===== src/rtl/seq_shift_add_mult_if.sv =====
// Request/response bundle for the iterative shift-add multiplier.
// The master drives the operands and start; the slave returns busy/done/product.
interface seq_shift_add_mult_if #(
    parameter int M = 4,
    parameter int N = 4
);
    logic             start;
    logic             is_signed;
    logic [M-1:0]     a;
    logic [N-1:0]     b;
    logic             busy;
    logic             done;
    logic [M+N-1:0]   product;

    modport master (
        output start, is_signed, a, b,
        input  busy, done, product
    );

    modport slave (
        input  start, is_signed, a, b,
        output busy, done, product
    );
endinterface


===== src/rtl/seq_shift_add_mult.sv =====
// Iterative shift-add multiplier: one multiplier bit per cycle through a single
// add/subtract unit. Operands and signed/unsigned mode are latched on the
// accepting edge; the product appears N edges later with a one-cycle done pulse.
module seq_shift_add_mult #(
    parameter int M = 4,
    parameter int N = 4
) (
    input  logic                  clk,
    input  logic                  rst,
    seq_shift_add_mult_if.slave   bus
);
    localparam int W  = M + N;
    localparam int CW = (N > 1) ? $clog2(N) : 1;
    localparam logic [CW-1:0] LAST = CW'(N - 1);

    typedef enum logic [1:0] {
        S_IDLE = 2'd0,
        S_BUSY = 2'd1,
        S_DONE = 2'd2
    } state_t;

    state_t         state_q, state_d;
    logic [M-1:0]   a_q, a_d;
    logic [N-1:0]   b_q, b_d;
    logic           sgn_q, sgn_d;
    logic [W-1:0]   acc_q, acc_d;
    logic [CW-1:0]  cnt_q, cnt_d;
    logic [W-1:0]   prod_q, prod_d;

    logic [W-1:0]   a_ext;
    logic [W-1:0]   term;
    logic           sub;
    logic [W-1:0]   acc_nx;

    // Datapath for the current iteration: the partial product for bit cnt_q,
    // subtracted at the MSB in signed mode to give it negative weight.
    always_comb begin
        a_ext  = {{N{a_q[M-1] & sgn_q}}, a_q};
        term   = a_ext << cnt_q;
        sub    = sgn_q && (cnt_q == LAST);
        acc_nx = acc_q;
        if (b_q[cnt_q])
            acc_nx = acc_q + (sub ? ~term : term) + W'(sub);
    end

    // Next-state and register-update logic; product is only ever loaded with a
    // finished accumulation so partial sums never reach the output.
    always_comb begin
        state_d = state_q;
        a_d     = a_q;
        b_d     = b_q;
        sgn_d   = sgn_q;
        acc_d   = acc_q;
        cnt_d   = cnt_q;
        prod_d  = prod_q;
        case (state_q)
            S_BUSY: begin
                acc_d = acc_nx;
                cnt_d = cnt_q + 1'b1;
                if (cnt_q == LAST) begin
                    prod_d  = acc_nx;
                    cnt_d   = '0;
                    state_d = S_DONE;
                end
            end
            default: begin
                // IDLE and DONE both accept a new request (DONE gives back-to-back).
                if (bus.start) begin
                    a_d     = bus.a;
                    b_d     = bus.b;
                    sgn_d   = bus.is_signed;
                    acc_d   = '0;
                    cnt_d   = '0;
                    state_d = S_BUSY;
                end else begin
                    state_d = S_IDLE;
                end
            end
        endcase
    end

    // State registers with synchronous active-low reset that aborts any operation.
    always_ff @(posedge clk) begin
        if (!rst) begin
            state_q <= S_IDLE;
            a_q     <= '0;
            b_q     <= '0;
            sgn_q   <= 1'b0;
            acc_q   <= '0;
            cnt_q   <= '0;
            prod_q  <= '0;
        end else begin
            state_q <= state_d;
            a_q     <= a_d;
            b_q     <= b_d;
            sgn_q   <= sgn_d;
            acc_q   <= acc_d;
            cnt_q   <= cnt_d;
            prod_q  <= prod_d;
        end
    end

    assign bus.busy    = (state_q == S_BUSY);
    assign bus.done    = (state_q == S_DONE);
    assign bus.product = prod_q;
endmodule

===== src/flat_wrapper.sv =====
// flat-port wrapper written by rule: the top's interface ports become plain ports
module seq_shift_add_mult_flat 
#(
    parameter int M = 4,
    parameter int N = 4
)
  (clk, rst, bus_start, bus_is_signed, bus_a, bus_b, bus_busy, bus_done, bus_product);
  seq_shift_add_mult_if #(.M(M), .N(N)) bus_i ();
  input  logic clk;
  input  logic rst;
  input wire logic [$bits(bus_i.start)-1:0] bus_start;
  input wire logic [$bits(bus_i.is_signed)-1:0] bus_is_signed;
  input wire logic [$bits(bus_i.a)-1:0] bus_a;
  input wire logic [$bits(bus_i.b)-1:0] bus_b;
  output wire logic [$bits(bus_i.busy)-1:0] bus_busy;
  output wire logic [$bits(bus_i.done)-1:0] bus_done;
  output wire logic [$bits(bus_i.product)-1:0] bus_product;
  assign bus_i.start = bus_start;
  assign bus_i.is_signed = bus_is_signed;
  assign bus_i.a = bus_a;
  assign bus_i.b = bus_b;
  assign bus_busy = bus_i.busy;
  assign bus_done = bus_i.done;
  assign bus_product = bus_i.product;
  seq_shift_add_mult #(.M(M), .N(N)) u_core (.clk(clk), .rst(rst), .bus(bus_i));
endmodule

===== config.mk =====
export PLATFORM = sky130hd
export DESIGN_NAME = seq_shift_add_mult_flat
export DESIGN_NICKNAME = d
export VERILOG_FILES = /design/src/rtl/seq_shift_add_mult_if.sv /design/src/rtl/seq_shift_add_mult.sv /design/src/flat_wrapper.sv
export SDC_FILE = /design/constraint.sdc
export NUM_CORES = 1
export LEC_CHECK = 0
export ABC_AREA = 0
export BUFFER_PORTS_ARGS = -buffer_cell sky130_fd_sc_hd__buf_2
export CAP_MARGIN = 10
export CORE_MARGIN = 5
export CORE_UTILIZATION = 50
export CTS_CLUSTER_DIAMETER = 100
export CTS_CLUSTER_SIZE = 12
export DETAILED_ROUTE_END_ITERATION = 16
export MAX_ROUTING_LAYER = met4
export PLACE_DENSITY = 0.71
export RECOVER_POWER = 50
export SKIP_CTS_REPAIR_TIMING = 1
export SLEW_MARGIN = 20
export SYNTH_ARGS = -nofsm -noshare
export SYNTH_HDL_FRONTEND = slang
export SYNTH_SLANG_ARGS = --single-unit
export TNS_END_PERCENT = 20

===== constraint.sdc =====
create_clock -name clk -period 3.4 [get_ports clk]
set_input_delay 0.17 -clock clk [delete_from_list [all_inputs] [get_ports clk]]
set_output_delay 0.17 -clock clk [all_outputs]
set_load 0.02 [all_outputs]

==> flow_summary.ini <==
[status]
status = finished clean

[synth]
yosys.area.top_type_share_pct = 34.2
yosysWarnings = 0
postSynth.topFlopCell = dfxtp_1
avgSynthCellArea_um2 = 8.23
ys_ff_latch = 29
syn_area_mm2 = 0.00170
async_flop_share_pct = 0
synth_edf_count = 0
synthTopCellsByArea = dfxtp_1, nand2_1, ha_1
ys_types = 47
ys_seq_area_share_pct = 34.2
yosysTopAreaCell = dfxtp_1
syn_nets = 227
synth_cells = 206

[floorplan]
placeableCoreArea_mm2 = 0.00331
initial_utilization_pct = 51.2
die_h_um = 68.2
placementRows = 21
io_pins = 22
die_area_mm2 = 0.00466
fp.dieW_um = 68.2

[clock_network]
insertion_delay_ns = 0.33
cts_sinks = 29
cts_tree = done
clkTransAtPathRegs_ns = 0.09
ctsLongestPathBuffers = 2
htree_levels = 2
cts_buffers = 5
ctsRootBufferMaster = clkbuf_4

[timing]
fin_tns_setup_ns = 0
relSlewSlack_pct = 53.4
period_share_pct = 83.9
final_hold_viol_count = 0
rsz0062_at_grt = no
maxSlewViolCount = 0
skew_ns = 0.00616
timing.fmax_mhz = 350
whs_ns = 0.0771
period_needed_ns = 2.85
setup_viol = 0
worst_slew_pin_slew_ns = 0.697

[global_route]
grt_pass1_wl_um = 6240
grt_pass1_vias = 1364
grt_use_total_pct = 18.5
grt_max_degree = 25
antenna_found_initial = 0
overflow = 0

[hold_path]
hold_start = bus_a[2]
hold_path.class = input port to register

[pwr]
p_total_mw = 0.691
switching_power_mw = 0.184
p_clk_share_pct = 34.7
p_leak_nw = 0.733
pwr-share-comb_pct = 13.5
ir_drop_mv = 0.236
p_int_mw = 0.507
swShare_pct = 26.6
powerDensity_mw_per_mm2 = 364
seq_power_share_pct = 51.8

[drt]
dr.pass1.iters = 4
drtIter0Drc = 91
viasPerCell = 5.29
drc = 0
dr_total_vias = 1455
wirelength_um = 3470
wl_per_cell_um = 12.6
antenna_left = 0

[placement]
globalplace.congestion = 0.852
port_buffers = 21
hpwl_um = 2620

[critical_path]
r2r-end = u_core.bus.product[7]
cp_slowest_cell = ha_1
reg2reg_slack_ns = 0.55
cp-start-kind = register
r2r_cells = 11
crit_arrival_ns = 3.08
rr_startpoint = u_core.cnt_q[1]
cp_max_fo = 13
endpoint_kind = register
cp-startpoint = u_core.cnt_q[1]
crit_end = u_core.bus.product[7]
worst_path_largest_cell_delay_ns = 0.34
cp_cell_sequence = buf_4 > ha_1 > nand2_1 > a32o_1 > a22o_1 > ha_1 > nand2_1 > a211o_1 > and3_4 > or2_1 > a221o_1
required_ns = 3.63
worstSetupPathType = register to register

[cells_and_area]
final_util_pct = 57.3
area_delta_synth_final_pct = 11.9
fin_nets = 249
drive_gt1_share_pct = 12.7
num_antenna_cells = 0

[job]
maxCapViolCount = 0
-- stage by stage --
step,instance area [um2],instances,setup WS [ns]
global placement,1840,267,0.579
floorplan,1700,206,0.501
CTS,1910,275,0.527
detailed placement,1840,267,0.535
global route,1900,275,0.273
finish,1900,275,0.547
-- sequential cells by signal, indices dropped and copies added, names as in the netlist --
name and count:
u_core.a_q 4, u_core.acc_q 8, u_core.b_q 4, u_core.bus.product 8
u_core.cnt_q 2, u_core.sgn_q 1, u_core.state_q 2
-- logic make-up (layout without fill, tap and decap cells) --
kind of cell / count (synthesis) / in the layout / share of synthesized area (%)
AND/OR/NAND/NOR: 77 / 77 / 21.6
AO/OA/AOI/OAI: 57 / 57 / 21.8
flip-flops: 29 / 29 / 34.2
buffers and inverters: 15 / 38 / 3.84
XOR/XNOR: 11 / 11 / 5.68
adder cells (fa/ha/maj): 9 / 9 / 7.09
multiplexers: 8 / 8 / 5.83
-- worst min path at each step --
stage / depth (start not counted) / slack, ns / end
after global placement: 3 / 0.42 / u_core.b_q[1]
after floorplan: 2 / 0.31 / u_core.b_q[0]
after detailed placement: 3 / 0.43 / u_core.a_q[3]
final: 3 / 0.08 / u_core.a_q[2]
after CTS: 3 / 0.08 / u_core.a_q[3]
after global routing: 3 / 0.07 / u_core.a_q[1]
-- power by group through the flow --
stage	logic [mW]	clock network, mW	registers (mW)
final	0.0934	0.240	0.357
after global routing	0.106	0.261	0.360
after CTS	0.0945	0.243	0.358
after detailed placement	0.0943	0	0.366
after global placement	0.0931	0	0.365
after floorplan	0.0715	0	0.363
-- cell type report --
class                      instances  area (um2)
fill                             331        1410
multi-input combinational        162        1050
sequential                        29         581
timing repair buffer              24         116
clock buffer                       7        65.1
tap                               46        57.6
inverter                           6        22.5
clock inverter                     1        5.00
-- cells in the mapped netlist (4+ instances only) --
cell / count
dfxtp_1: 29
a21boi_0: 11
ha_1: 8
mux2i_1: 5
a21oi_1: 9
nand2_1: 41
clkbuf_1: 4
and2_1: 4
xnor2_1: 8
nor2b_1: 6
o21ai_0: 16
inv_1: 4
nand3_1: 6
nor2_1: 8
-- per-layer routing --
layer	track usage [%]	part of all wire (%)	wire length [um]
met1	23.2	49	1690
met2	28.6	45	1570
met3	4.43	4.5	155
met4	7.44	1.5	52
met5	-	0	0
-- placed cells by master (no fill, tap or decap), drive strengths merged, types with 8 or more instances in the layout --
| cell | n |
|---|---|
| clkbuf | 16 |
| a21boi | 13 |
| nor2 | 8 |
| dfxtp | 29 |
| o21ai | 17 |
| ha | 8 |
| buf | 15 |
| xnor2 | 8 |
| nand2 | 41 |
| a21oi | 9 |
-- critical path: cells and delay by family, from the launching register on --
kind	cells	cell delay [ns]
AOI/OAI and AO/OA	4	1.12
adders and majority gates	2	0.52
buffers and inverters	1	0.18
DFF	1	0.32
and+or+nand+nor	4	0.63
No activity file was read; power rests on OpenSTA's default activity.
